==> config.mk <==
export PLATFORM = sky130hd
export DESIGN_NAME = fft_frame_buffer
export DESIGN_NICKNAME = d
export VERILOG_FILES = /design/src/rtl/fft_frame_buffer.sv
export SDC_FILE = /design/constraint.sdc
export NUM_CORES = 2
export LEC_CHECK = 0
export BUFFER_PORTS_ARGS = -buffer_cell sky130_fd_sc_hd__buf_2
export CAP_MARGIN = 20
export CORE_MARGIN = 4
export CORE_UTILIZATION = 59
export CTS_CLUSTER_SIZE = 16
export DETAILED_ROUTE_END_ITERATION = 6
export GPL_TIMING_DRIVEN = 0
export PLACE_DENSITY = 0.89
export SLEW_MARGIN = 10
export SYNTH_ARGS = -nofsm -noshare
export SYNTH_HDL_FRONTEND = slang
export SYNTH_SLANG_ARGS = --single-unit
export TNS_END_PERCENT = 30
==> constraint.sdc <==
create_clock -name clk -period 47 [get_ports clk]
set_input_delay 7.05 -clock clk [delete_from_list [all_inputs] [get_ports clk]]
set_output_delay 7.05 -clock clk [all_outputs]
set_load 0.02 [all_outputs]
==> src/rtl/fft_frame_buffer.sv <==
`default_nettype none
// ============================================================================
// Module   : fft_frame_buffer
// Ping-pong buffer collecting streamed complex samples into flattened N-point
// frames with frame-level valid/ready hand-off to the butterfly stages.
// Revision : 1.0  initial release
// ============================================================================
module fft_frame_buffer #(
  parameter int N      = 16,
  parameter int WIDTH  = 16,
  parameter bit BITREV = 1'b0
) (
  input  logic               clk,
  input  logic               rst,
  input  logic               in_valid,
  output logic               in_ready,
  input  logic [WIDTH-1:0]   in_re,
  input  logic [WIDTH-1:0]   in_im,
  input  logic               in_last,
  output logic               frame_valid,
  input  logic               frame_ready,
  output logic [N*WIDTH-1:0] frame_re_flat,
  output logic [N*WIDTH-1:0] frame_im_flat,
  output logic [15:0]        frame_count,
  output logic               err_len,
  input  logic               clear_err
);

  localparam int              LOGN     = $clog2(N);
  localparam logic [LOGN-1:0] LAST_PTR = LOGN'(N - 1);

  logic [N*WIDTH-1:0] bank_re_q [2];
  logic [N*WIDTH-1:0] bank_re_d [2];
  logic [N*WIDTH-1:0] bank_im_q [2];
  logic [N*WIDTH-1:0] bank_im_d [2];
  logic [1:0]         full_q, full_d;
  logic               wr_bank_q, wr_bank_d;
  logic               rd_bank_q, rd_bank_d;
  logic [LOGN-1:0]    wr_ptr_q, wr_ptr_d;
  logic [15:0]        frame_count_q, frame_count_d;
  logic               err_len_q, err_len_d;
  logic [LOGN-1:0]    wr_slot;
  logic               accept;
  logic               frame_take;
  logic               new_err;

  function automatic logic [LOGN-1:0] bit_reverse(input logic [LOGN-1:0] p);
    logic [LOGN-1:0] r;
    for (int i = 0; i < LOGN; i++) r[i] = p[LOGN-1-i];
    return r;
  endfunction

  assign wr_slot       = BITREV ? bit_reverse(wr_ptr_q) : wr_ptr_q;
  // Handshake outputs come straight from registered flags only.
  assign in_ready      = ~full_q[wr_bank_q];
  assign frame_valid   = full_q[rd_bank_q];
  assign accept        = in_valid & in_ready;
  assign frame_take    = frame_valid & frame_ready;
  assign frame_re_flat = bank_re_q[rd_bank_q];
  assign frame_im_flat = bank_im_q[rd_bank_q];
  assign frame_count   = frame_count_q;
  assign err_len       = err_len_q;

  always_comb begin
    bank_re_d     = bank_re_q;
    bank_im_d     = bank_im_q;
    full_d        = full_q;
    wr_bank_d     = wr_bank_q;
    rd_bank_d     = rd_bank_q;
    wr_ptr_d      = wr_ptr_q;
    frame_count_d = frame_count_q;
    new_err       = 1'b0;

    if (accept) begin
      bank_re_d[wr_bank_q][wr_slot*WIDTH +: WIDTH] = in_re;
      bank_im_d[wr_bank_q][wr_slot*WIDTH +: WIDTH] = in_im;
      if (wr_ptr_q == LAST_PTR) begin
        full_d[wr_bank_q] = 1'b1;
        wr_bank_d         = ~wr_bank_q;
        wr_ptr_d          = '0;
        new_err           = ~in_last;
      end else if (in_last) begin
        // Short frame: drop it and restart filling the same bank.
        wr_ptr_d = '0;
        new_err  = 1'b1;
      end else begin
        wr_ptr_d = wr_ptr_q + 1'b1;
      end
    end

    // Commit targets an empty bank and release a full one, so never the same.
    if (frame_take) begin
      full_d[rd_bank_q] = 1'b0;
      rd_bank_d         = ~rd_bank_q;
      frame_count_d     = frame_count_q + 16'd1;
    end

    err_len_d = (err_len_q & ~clear_err) | new_err;
  end

  always_ff @(posedge clk or posedge rst) begin
    if (rst) begin
      bank_re_q     <= '{default: '0};
      bank_im_q     <= '{default: '0};
      full_q        <= 2'b00;
      wr_bank_q     <= 1'b0;
      rd_bank_q     <= 1'b0;
      wr_ptr_q      <= '0;
      frame_count_q <= 16'd0;
      err_len_q     <= 1'b0;
    end else begin
      bank_re_q     <= bank_re_d;
      bank_im_q     <= bank_im_d;
      full_q        <= full_d;
      wr_bank_q     <= wr_bank_d;
      rd_bank_q     <= rd_bank_d;
      wr_ptr_q      <= wr_ptr_d;
      frame_count_q <= frame_count_d;
      err_len_q     <= err_len_d;
    end
  end

endmodule
`default_nettype wire

# == Yosys cells after proc, flatten, opt, wreduce, memory -nomap -nowiden ==
# Cells that the tools add are included.
# totals
register_bits,1049
inputBits,38
output_inout_bits,531
# classes
shifts,3
n_mux,26
magnitude_cmp,7
n_eq_ne,1
add_sub_neg,3
bitwise_logic,14
n_reduce_logical,4
# op_table
cell,count
256-bit two-way mux,7
512-bit bitwise mux,2
16-bit by 34-bit indexed part select with 256-bit output,2
256-bit demux with 1-bit select,1
16-bit by 34-bit variable shift with 256-bit output (first input constant),1
8-bit negator with 34-bit output,1
16-bit by 1-bit adder with 16-bit output (second input constant),1
1-bit two-way mux,9
4-bit two-way mux,2
2-bit two-way mux,3
1-bit NOT,5
4-bit by 1-bit adder with 4-bit output (second input constant),1
4-bit == test (second input constant),1
2-bit >= comparator (second input constant),2
1-bit by 2-bit < comparator with 1-bit output (second input constant),2
1-bit NOT with 2-bit output,2
1-bit AND,3
1-bit logical AND,3
2-bit AND,1
1-bit demux with 1-bit select,2
1-bit >= comparator (second input constant),2
2-bit by 1-bit < comparator with 1-bit output (second input constant),1
2-bit NOT,1
2-bit OR,1
2 further kinds,2

# == Longest topological paths before layout ==
# depth
depth_word,9
depth_mapped,10
mapped_depth_nobuf,6

# == Worst setup path after synthesis ==
# No wires, ideal clock.
# synth_path
kind,input to register
startpoint,input in_valid
endpoint,register bank_re_q[320] in the netlist's numbering
path_stages,6
required_time_ns,46.872
arrival_time_ns,8.590
path_buffers,2
slack_ns,38.282
setup_ns,0.128
cell_sequence,or3b_1 buf_2 a2111oi_4 nand3_2 buf_2 mux2_1
# synth_via
elab_chain_cells,1
# synth_lines
element,line_no,source
"start, declared",15,"input logic in_valid,"
1-bit AND,57,assign accept = in_valid & in_ready;
"end signal, assigned",112,bank_re_q <= bank_re_d;
"end, declared",32,logic [N*WIDTH-1:0] bank_re_q [2];
# Every way passes these cells.
# A chain may end at the register's enable or synchronous reset.

# == Worst setup path in the final report ==
# layout_path
startpoint,register rd_bank_q
endpoint,output frame_re_flat[96]
# layout_via
elab_chain_cells,4
# layout_lines
element,line_no,source
"start, declared",38,"logic rd_bank_q, rd_bank_d;"
"start signal, assigned",116,rd_bank_q <= rd_bank_d;
1-bit NOT with 2-bit output (not written as such),59,assign frame_re_flat = bank_re_q[rd_bank_q];
256-bit two-way mux (not written as such) (3 in a row),59,
"end, declared",22,"output logic [N*WIDTH-1:0] frame_re_flat,"
# Every way passes these cells. The select of a mux whose other input is x is not followed.

==> run metrics <==
DR WL/cell=28.1 um; largest net degree at the start of global routing=122; H-tree Lvls=3; postcts setup bufs=0; ys flop type=dfrtp_1; sequential share of the synthesized area=55.9%; CP startpoint=rd_bank_q; share of cells above drive strength 1=45.6%; # Max-Cap Violations=0; DRC viols=0; final setup vio count=0; skew final=0.0361 ns; Data arrival, critical path=4.21 ns; area delta synth->final=16.8%; HP Start=bank_im_q[124]; Synth Area in XOR/XNOR=0.336%; die area=84100 um2; CORE AREA=78900 um2; maximum fanout along the worst path=10; Hold WC Path Type=register to register; Setup TNS=0 ns; status=complete, no violations; IO Port Bufs=552; Clock Pin Slew Worst Setup and Hold Paths=0.07 ns; critical path class=register to primary output; global route overflow=0; min Tclk post-route=11.26 ns; worst rel slew slack=19.8%; Worst Tran Pin Value=1.19 ns; main combinational cell family by area after synthesis=multiplexers; simple-gate share of the synthesized area=6.81%; via count=34100; antenna violations before repair=13; final period utilization=24.0%; end of the critical path=frame_re_flat[96]; cells on worst reg2reg path=9; Yosys reg bits=1049; R2R setup slack=42.37 ns; Leak=28.9 nW; # IOs=569; # hold bufs at CTS=0; cells after synthesis=3649; Critical Path Source Type=register; clk_lat worst skew=0.69 ns; WP data required=39.95 ns; Routed WL=154 mm; DRT antenna net count=0; gpl congestion=0.892; gr usage total=36.0%; clk root buf=clkbuf_16; Fin. Hold Viols=0; Mean Syn Cell Area=12.9 um2; CTS tree=built; asr flop ratio synth=100%; Adder-Cell Fraction of Synth Area=0.160%; Compound-Gate Fraction of Synth Area=3.70%; worst flop-to-flop path endpoint=bank_re_q[96]; Post-synth EDFFs=0; post-synthesis mux area share=30.3%; total CTS buffers=105; Max VDD drop=29.9 uV; CTS sink cnt=1049; max-slew violations=0; via/cell ratio=6.25; Synth cell types=51; RSZ-0062 raised after global routing=no; syn nets=3693; Initial Util=59.5%; Net count, final=4370; PnR Total Power=0.00198 W; number of global-route vias before repair=35600; CTS Buffer Depth=3; Crit. End Element=primary output; Die Y=290 um; first-pass GRT wire length=229 mm; Pwr Density=36.1 nW/um2; post-detail-place hpwl=106 mm; post_cts resized=0; Die W=290 um; fmax=0.0888 GHz; Pre-antenna DRT Iters=5; YS warnings=0; Mapped Area=46900 um2; r2r startpoint=wr_ptr_q[2]; site row count=103; initial drt markers=3715
-- routing by layer --
metal	part of all wire [%]	vias up	GRT usage [%]
met1	37	17500	45.2
li1	-	14200	-
met3	9.4	568	8.93
met4	8.0	16	24.4
met2	46	1900	55.4
met5	0.068	-	0
-- power by group --
| part | leakage, nW | internal [W] | switching, W | total (W) |
|---|---|---|---|---|
| combinational | 12.7 | 0.0000575 | 0.000147 | 0.000205 |
| sequential | 14.5 | 0.000922 | 0.00000991 | 0.000932 |
| clock | 1.66 | 0.000481 | 0.000361 | 0.000842 |
| total | 28.9 | 0.00146 | 0.000518 | 0.00198 |
-- final cells by class --
cell class,count,area [um2]
diodes,12,30.0
well taps,1050,1310
multi-input cells,2294,19400
clock inverters,23,307
inverters,41,161
plain buffers,265,1140
repair buffers,570,3120
flip-flops and latches,1049,26300
fillers,5180,24100
clock buffers,159,3100
-- worst max-delay path: stages (launching register included) --
cell	delay [ns]
dfrtp_1	0.35
clkbuf_1	0.70
clkbuf_1	0.95
clkbuf_1	0.90
mux2_2	0.46
buf_2	0.17
-- cells in the mapped netlist (2+ instances only) --
cell       number  area [um2]
buf_6           3        33.8
a2111oi_2       2        30.0
inv_1          41         154
nor3_1          7        35.0
o31ai_1         4        30.0
nor2b_1         2        12.5
nand2_1       365        1370
dfrtp_1      1049       26300
ha_1            6        75.1
nand3_2         4        40.0
nor4bb_1        2        20.0
xor2_1         10        87.6
a31oi_1         3        18.8
nand4_1         3        18.8
mux2_1         47         529
a21oi_1         3        15.0
a21o_1          2        15.0
clkbuf_2       15        75.1
and3_1        136         851
nand3_1        47         235
mux2i_1        33         330
and2_1         33         206
a2111oi_4       2        55.1
buf_4          11        82.6
mux2_2       1187       13400
o211ai_1        8        60.1
or3_1           3        18.8
buf_2          51         255
xnor2_1         8        70.1
clkbuf_1      174         653
nor2_1         70         263
nand2b_1        3        18.8
o21bai_1        2        15.0
a211oi_2        4        50.1
nor4_1          3        18.8
o21ai_0       279        1400
and4b_1         2        20.0
buf_1          11        41.3
nor2_2          2        12.5
-- through the flow --
step                cells  utilization [%]  instance area [um2]  worst slack [ns]  hold slack (ns)
floorplan            3649                -                46900             10.42            0.444
global placement     5251             64.7                51000             0.497            0.455
detailed placement   5266             65.1                51300             36.51            0.464
CTS                  5448             69.4                54800             35.80            0.479
global route         5451             69.5                54800             35.76            0.494
finish               5463             69.5                54800             35.74            0.475
-- sequential cells by signal, summed over array words and instances (netlist names) --
register and cells:
bank_re_q 512, rd_bank_q 1, err_len 1, bank_im_q 512, wr_bank_q 1, full_q 2, frame_count 16, wr_ptr_q 4
-- kinds of logic (layout without fill, tap and decap cells) --
| group | Yosys count | after routing |
|---|---|---|
| buffers and inverters | 306 | 1058 |
| and+or+nand+nor | 688 | 688 |
| AOI/OAI and AO/OA | 315 | 315 |
| xor gates and xnor gates | 18 | 18 |
| muxes | 1267 | 1267 |
| other | 0 | 12 |
| adders and majority gates | 6 | 6 |
| DFF | 1049 | 1049 |
-- worst min-delay path by stage --
| stage | to | slack [ns] | depth (start not counted) |
|---|---|---|---|
| 6_report | bank_im_q[124] | 0.47 | 2 |
| 4_1_cts | bank_im_q[124] | 0.48 | 2 |
| 3_5_place_dp | bank_im_q[119] | 0.46 | 2 |
| 3_3_place_gp | bank_im_q[248] | 0.45 | 2 |
| 2_1_floorplan | bank_im_q[112] | 0.44 | 2 |
| 5_1_grt | bank_re_q[386] | 0.49 | 1 |
-- layout by cell type (no fill, tap or decap), types with 70 or more instances in the layout --
master,count
and3_1,136
nand2_1,365
nor2_1,70
o21ai_0,279
dfrtp_1,1049
clkbuf_1,202
clkbuf_16,106
buf_2,603
mux2_2,1187
Power figures use the tool's default switching activity.
